## src/rtl/stepgen_cmd_sched.sv

```systemverilog
// stepgen_cmd_sched: frame-atomic command scheduler for four stepgen axes.
// Shadows SPI writes, commits on tick, snapshots positions, velocity timeout.
module stepgen_cmd_sched #(
   parameter int W   = 10,
   parameter int F   = 11,
   parameter int T   = 4,
   parameter int O   = 14,
   parameter int TMO = 2048
) (
   input  logic                 clk,
   input  logic                 rst,
   input  logic                 tick,
   input  logic                 frame_start,
   input  logic                 frame_end,
   input  logic                 wr_en,
   input  logic [2:0]           wr_addr,
   input  logic [15:0]          wr_data,
   input  logic [4*(W+F)-1:0]   pos_in,
   output logic [4*(W+F)-1:0]   snap_pos,
   output logic [4*(F+1)-1:0]   vel_out,
   output logic [O-1:0]         dout,
   output logic [T-1:0]         dirtime,
   output logic [T-1:0]         steptime,
   output logic [1:0]           tap,
   output logic                 spolarity,
   output logic                 commit,
   output logic                 timed_out
);

   localparam int CW = $clog2(TMO + 1);
   localparam logic [CW-1:0] CNT_MAX  = CW'(TMO);
   localparam logic [CW-1:0] CNT_LAST = CW'(TMO - 1);

   typedef enum logic [1:0] {
      IDLE,
      RX,
      PEND
   } state_t;

   state_t          state;
   state_t          state_nxt;
   logic [5:0]      dirty;
   logic [5:0]      dirty_nxt;
   logic            snap_now;
   logic            commit_now;
   logic            wr_ok;

   logic [3:0][F:0] sh_vel;
   logic [O-1:0]    sh_dout;
   logic [T-1:0]    sh_dirtime;
   logic [T-1:0]    sh_steptime;
   logic            sh_spol;
   logic [1:0]      sh_tap;

   logic [3:0][F:0] vel_q;
   logic [CW-1:0]   tick_cnt;

   // Some data bits carry no field in any register.
   logic            unused_wr;
   assign unused_wr = ^wr_data;

   assign vel_out = vel_q;

   // Frame state and dirty-mask registers.
   always_ff @(posedge clk or posedge rst) begin
      if (rst) begin
         state <= IDLE;
         dirty <= '0;
      end else begin
         state <= state_nxt;
         dirty <= dirty_nxt;
      end
   end

   // Next state: frame tracking, write acceptance, commit and snapshot.
   always_comb begin
      state_nxt  = state;
      dirty_nxt  = dirty;
      snap_now   = 1'b0;
      commit_now = 1'b0;
      wr_ok      = 1'b0;
      unique case (state)
         IDLE: begin
            if (frame_start) begin
               snap_now  = 1'b1;
               dirty_nxt = '0;
               state_nxt = RX;
            end
         end
         RX: begin
            if (frame_start) begin
               // aborted frame: drop what it wrote, restart
               snap_now  = 1'b1;
               dirty_nxt = '0;
            end else begin
               if (wr_en && (wr_addr <= 3'd5)) begin
                  wr_ok     = 1'b1;
                  dirty_nxt = dirty | (6'b1 << wr_addr);
               end
               if (frame_end) begin
                  state_nxt = (dirty_nxt != '0) ? PEND : IDLE;
               end
            end
         end
         PEND: begin
            if (frame_start) begin
               // flush the pending frame before the next one
               commit_now = 1'b1;
               snap_now   = 1'b1;
               dirty_nxt  = '0;
               state_nxt  = RX;
            end else if (tick) begin
               commit_now = 1'b1;
               state_nxt  = IDLE;
            end
         end
         default: begin
            state_nxt = IDLE;
         end
      endcase
   end

   // Shadow registers capture accepted writes.
   always_ff @(posedge clk or posedge rst) begin
      if (rst) begin
         sh_vel      <= '0;
         sh_dout     <= '0;
         sh_dirtime  <= '0;
         sh_steptime <= '0;
         sh_spol     <= 1'b0;
         sh_tap      <= '0;
      end else if (wr_ok) begin
         unique case (wr_addr)
            3'd0, 3'd1, 3'd2, 3'd3: begin
               sh_vel[wr_addr[1:0]] <= wr_data[F:0];
            end
            3'd4: begin
               sh_dout <= wr_data[O-1:0];
            end
            3'd5: begin
               sh_dirtime  <= wr_data[T-1:0];
               sh_spol     <= wr_data[7];
               sh_steptime <= wr_data[T+7:8];
               sh_tap      <= wr_data[15:14];
            end
            default: begin
            end
         endcase
      end
   end

   // Position snapshot at every frame start.
   always_ff @(posedge clk or posedge rst) begin
      if (rst) begin
         snap_pos <= '0;
      end else if (snap_now) begin
         snap_pos <= pos_in;
      end
   end

   // Active registers: dirty-only commit, tick counter and timeout.
   always_ff @(posedge clk or posedge rst) begin
      if (rst) begin
         vel_q     <= '0;
         dout      <= '0;
         dirtime   <= '0;
         steptime  <= '0;
         tap       <= '0;
         spolarity <= 1'b0;
         commit    <= 1'b0;
         timed_out <= 1'b1;
         tick_cnt  <= '0;
      end else begin
         commit <= commit_now;
         if (commit_now) begin
            // commit wins over a coincident expiry
            for (int n = 0; n < 4; n++) begin
               if (dirty[n]) begin
                  vel_q[n] <= sh_vel[n];
               end
            end
            if (dirty[4]) begin
               dout <= sh_dout;
            end
            if (dirty[5]) begin
               dirtime   <= sh_dirtime;
               steptime  <= sh_steptime;
               tap       <= sh_tap;
               spolarity <= sh_spol;
            end
            tick_cnt  <= '0;
            timed_out <= 1'b0;
         end else if (tick && (tick_cnt != CNT_MAX)) begin
            tick_cnt <= tick_cnt + 1'b1;
            if (tick_cnt == CNT_LAST) begin
               vel_q     <= '0;
               timed_out <= 1'b1;
            end
         end
      end
   end

endmodule

```

## config.mk

```make
export PLATFORM = sky130hd
export DESIGN_NAME = stepgen_cmd_sched
export DESIGN_NICKNAME = d
export VERILOG_FILES = /design/src/rtl/stepgen_cmd_sched.sv
export SDC_FILE = /design/constraint.sdc
export NUM_CORES = 1
export LEC_CHECK = 0
export ABC_CLOCK_PERIOD_IN_PS = 11800
export CORE_ASPECT_RATIO = 1.4
export CORE_MARGIN = 10
export CORE_UTILIZATION = 50
export CTS_BUF_LIST = sky130_fd_sc_hd__clkbuf_4 sky130_fd_sc_hd__clkbuf_8
export CTS_CLUSTER_DIAMETER = 200
export DETAILED_ROUTE_END_ITERATION = 10
export PLACE_DENSITY = 0.82
export SYNTH_ARGS = -nofsm -noshare
export SYNTH_HDL_FRONTEND = slang
export SYNTH_SLANG_ARGS = --single-unit
export TNS_END_PERCENT = 1
```

## constraint.sdc

```tcl
create_clock -name clk -period 11.8 [get_ports clk]
set_input_delay 1.77 -clock clk [delete_from_list [all_inputs] [get_ports clk]]
set_output_delay 1.77 -clock clk [all_outputs]
set_load 0.01 [all_outputs]
```

==> impl_summary.txt <==
----------------------------------------------------
[Drt]
  WL per Instance ... 21.0 um
  Vias ... 6766
  DR top layer ... met4
  Met3 routed WL ... 3090 um
  DR DRC count ... 0
  Mean number of vias per cell ... 5.36
  Total length of routed wires ... 26500 um
  First-pass detailed-route iteration total ... 4
  Amount of wire on met2 after detailed routing ... 13600 um
  Violation count after the first detailed-route iteration ... 355
  Wl on met1 ... 9410 um
  Number of routed nets with antenna violations ... 0

[STA]
  Fin crit period ... 4.06 ns
  Number of pins with negative max-slew slack in the final report ... 0
  Total of endpoints with negative setup slack in the final report ... 0
  Final Hold Vio Count ... 0
  Max Clock Skew ... 0.0294 ns
  Slew at the pin closest to its max-slew limit ... 1.10 ns
  Worst setup slack after layout ... 7.74 ns
  Relative slew margins ... 0.268
  Setup TNS after final layout ... 0 ns
  Final worst hold slack ... 0.499 ns
  RSZ-0062 raised after global routing ... false
  Highest clock frequency the design can meet ... 246 MHz
  Final worst path period share ... 0.344

[Yosys]
  Top flip-flop cell by instance count after synthesis ... sky130_fd_sc_hd__dfrtp_1
  Post-synthesis simple-gate area fraction ... 0.0784
  Synth top area cells ... sky130_fd_sc_hd__dfrtp_1, sky130_fd_sc_hd__mux2_2, sky130_fd_sc_hd__nand3_1, sky130_fd_sc_hd__a21oi_1, sky130_fd_sc_hd__nand2_1
  Synthesized-area fraction occupied by ao, oa, aoi and oai cells ... 0.0371
  Synth warnings ... 0
  Flops & latches, synth ... 252
  Mean instance size in the synthesized netlist ... 13.6 um^2
  Proportion of synthesized chip area in sequential cells ... 0.640
  Combined area of all synthesized cells ... 0.00985 mm^2
  Most area-hungry cell type in the Yosys netlist ... sky130_fd_sc_hd__dfrtp_1
  Syn Inst Count ... 722
  Largest family of logic cells by synthesized area ... multiplexers
  Fraction of synthesis flops using an asynchronous set or reset pin ... 1.00
  Count of different cell masters after synthesis ... 43
  Commonest cells post-synth ... sky130_fd_sc_hd__dfrtp_1, sky130_fd_sc_hd__mux2_2, sky130_fd_sc_hd__nand3_1
  Most used standard cell by instance count after synthesis ... sky130_fd_sc_hd__dfrtp_1
  Arithmetic-cell share of the synthesized area counting full adders, half adders and majority gates ... 0.00254
  Post-synthesis net count ... 833
  Xor/xnor share of the synthesized area ... 0.00800
  Post-synth EDFFs ... 0
  Multiplexer area fraction after synthesis ... 0.208
  Portion of synthesized cell area occupied by the leading cell type ... 0.638

[Run status]
  Run status ... complete, no violations

[Global routing]
  Number of antenna violations at the first check in global routing ... 0
  Vias in the first global route ... 7392
  Global-route wire length before repair ... 41600 um
  All-layer global routing usage ... 0.203
  Overflow left after global routing ... 0
  Largest net degree at the start of global routing ... 122

[Worst setup path]
  Required arrival time at the worst endpoint ... 12.19 ns
  Critical path capture point type ... flop
  Arrival time worst endpoint ... 4.45 ns
  Worst Path Class, Setup ... in2reg
  Maximum fanout along the worst path ... 63
  Critical path startpoint category ... primary input

[Die]
  Full die area ... 0.0258 mm^2
  Initial standard-cell utilization of the core ... 0.511
  Die Y ... 186 um
  Horizontal extent of the die ... 139 um
  Ports placed on the boundary ... 268
  Number of rows created at floorplan ... 60
  Core area ... 0.0193 mm^2

[Layout]
  Antenna diode count ... 0
  Count of fill cells added during filler insertion ... 1375
  Nets ... 1102
  Final core area utilization ... 0.696
  Area added between synthesis and finish ... 36.3%
  Share of layout cells above drive strength 1 ... 0.255
  Filler-free cell count of the finished design ... 1263

[Flow run]
  Number of max-capacitance violations reported ... 0

[Clock tree]
  Latest clock arrival within the worst-skew pair ... 0.54 ns
  CTS tree ... built
  Htree depth ... 2
  Clock tree sinks ... 252
  CTS hold repair buffers ... 0
  Maximum buffer depth of the clock tree ... 3
  Post-cts repair resize count ... 0
  Clock-pin slew of the registers on the worst-case setup and hold paths ... 0.06 ns
  Buffers inserted during post-CTS setup optimization ... 0
  Total clock buffers created by CTS ... 38
  Root buffer selected by CTS ... sky130_fd_sc_hd__clkbuf_8

[Placed design]
  Estimated wirelength of the detail-placed design ... 18800 um
  Final estimated routing congestion in global placement ... 0.782
  PortBufs ... 267
  Dpl cells ... 1199
  Worst setup slack before clock tree synthesis ... 7.21 ns

[Pwr]
  P_leak ... 5.85 nW
  Worst VDD drop ... 0.000118 V
  Total power per unit cell area ... 155 mW/mm^2

[Worst hold path]
  Worst Hold Class ... reg2reg

----------------------------------------------------
-- cells in the final DEF, fill, tap and decap left out, types with 3 or more instances in the layout --
cell type	n
sky130_fd_sc_hd__clkdlybuf4s50_1	267
sky130_fd_sc_hd__dfrtp_1	251
sky130_fd_sc_hd__mux2_2	182
sky130_fd_sc_hd__nand3_1	59
sky130_fd_sc_hd__nand2_1	57
sky130_fd_sc_hd__a21oi_1	54
sky130_fd_sc_hd__clkbuf_8	45
sky130_fd_sc_hd__nor2_1	13
sky130_fd_sc_hd__clkbuf_4	12
sky130_fd_sc_hd__inv_1	9
sky130_fd_sc_hd__o21ai_0	6
sky130_fd_sc_hd__xor2_1	6
sky130_fd_sc_hd__clkinv_2	5
sky130_fd_sc_hd__buf_4	5
sky130_fd_sc_hd__xnor2_1	3
-- metal layers --
metal  global-route usage  up-vias
li1                     -     3055
met4               0.0577        0
met5                    0        -
met2                0.356      301
met3               0.0908       28
met1                0.217     3382
-- critical path: stages --
cell,delay (ns)
sky130_fd_sc_hd__clkdlybuf4s50_1,0.69
sky130_fd_sc_hd__or2_1,0.29
sky130_fd_sc_hd__and2_2,0.17
sky130_fd_sc_hd__buf_4,0.54
sky130_fd_sc_hd__nand2_1,0.55
sky130_fd_sc_hd__mux2_2,0.42
-- flip-flops by register name (all words and copies together) (netlist names), 4 cells and up --
signal       count
snap_pos        84
sh_vel          48
vel_out         48
dout            14
sh_dout         14
tick_cnt        12
dirty            6
dirtime          4
sh_dirtime       4
sh_steptime      4
steptime         4
-- final timing paths --
check / startpoint / to / slack, ns / depth (start not counted)
max in group asynchronous: rst / snap_pos[19] / 8.54 / 3
min reg2reg: sh_tap[0] / tap[0] / 0.50 / 1
min: sh_tap[0] / tap[0] / 0.50 / 1
max: frame_start / dout[13] / 7.74 / 6
max reg2reg: state[1] / dout[13] / 8.91 / 5
min in group asynchronous: rst / snap_pos[81] / 1.78 / 2
-- metrics by stage --
stage               power (W)  area [um^2]
floorplan             0.00121         9850
detailed placement    0.00139        12700
finish                0.00208        13400
global placement      0.00137        12700
global route          0.00218        13400
CTS                   0.00210        13400
-- where the power goes --
part,switching (W),internal [W]
combinational,0.000127,0.000197
clock,0.000322,0.000385
sequential,0.0000678,0.000978
total,0.000516,0.00156
-- cell families (layout without fill, tap and decap cells) --
group / after synthesis / in the layout
DFF: 252 / 252
muxes: 182 / 182
AOI/OAI and AO/OA: 68 / 68
adders and majority gates: 2 / 2
buffers and inverters: 53 / 346
xor gates and xnor gates: 9 / 9
and+or+nand+nor: 156 / 156
-- final cells by class --
| type | instances | area (um^2) | area share |
|---|---|---|---|
| sequential | 252 | 6310 | 0.470 |
| tap | 248 | 310 | 0.0231 |
| clock buffer | 57 | 709 | 0.0528 |
| multi-input combinational | 417 | 3300 | 0.246 |
| inverter | 10 | 45.0 | 0.00335 |
| clock inverter | 7 | 43.8 | 0.00326 |
| timing repair buffer | 272 | 2710 | 0.202 |
(Power assumes the default switching activity.)
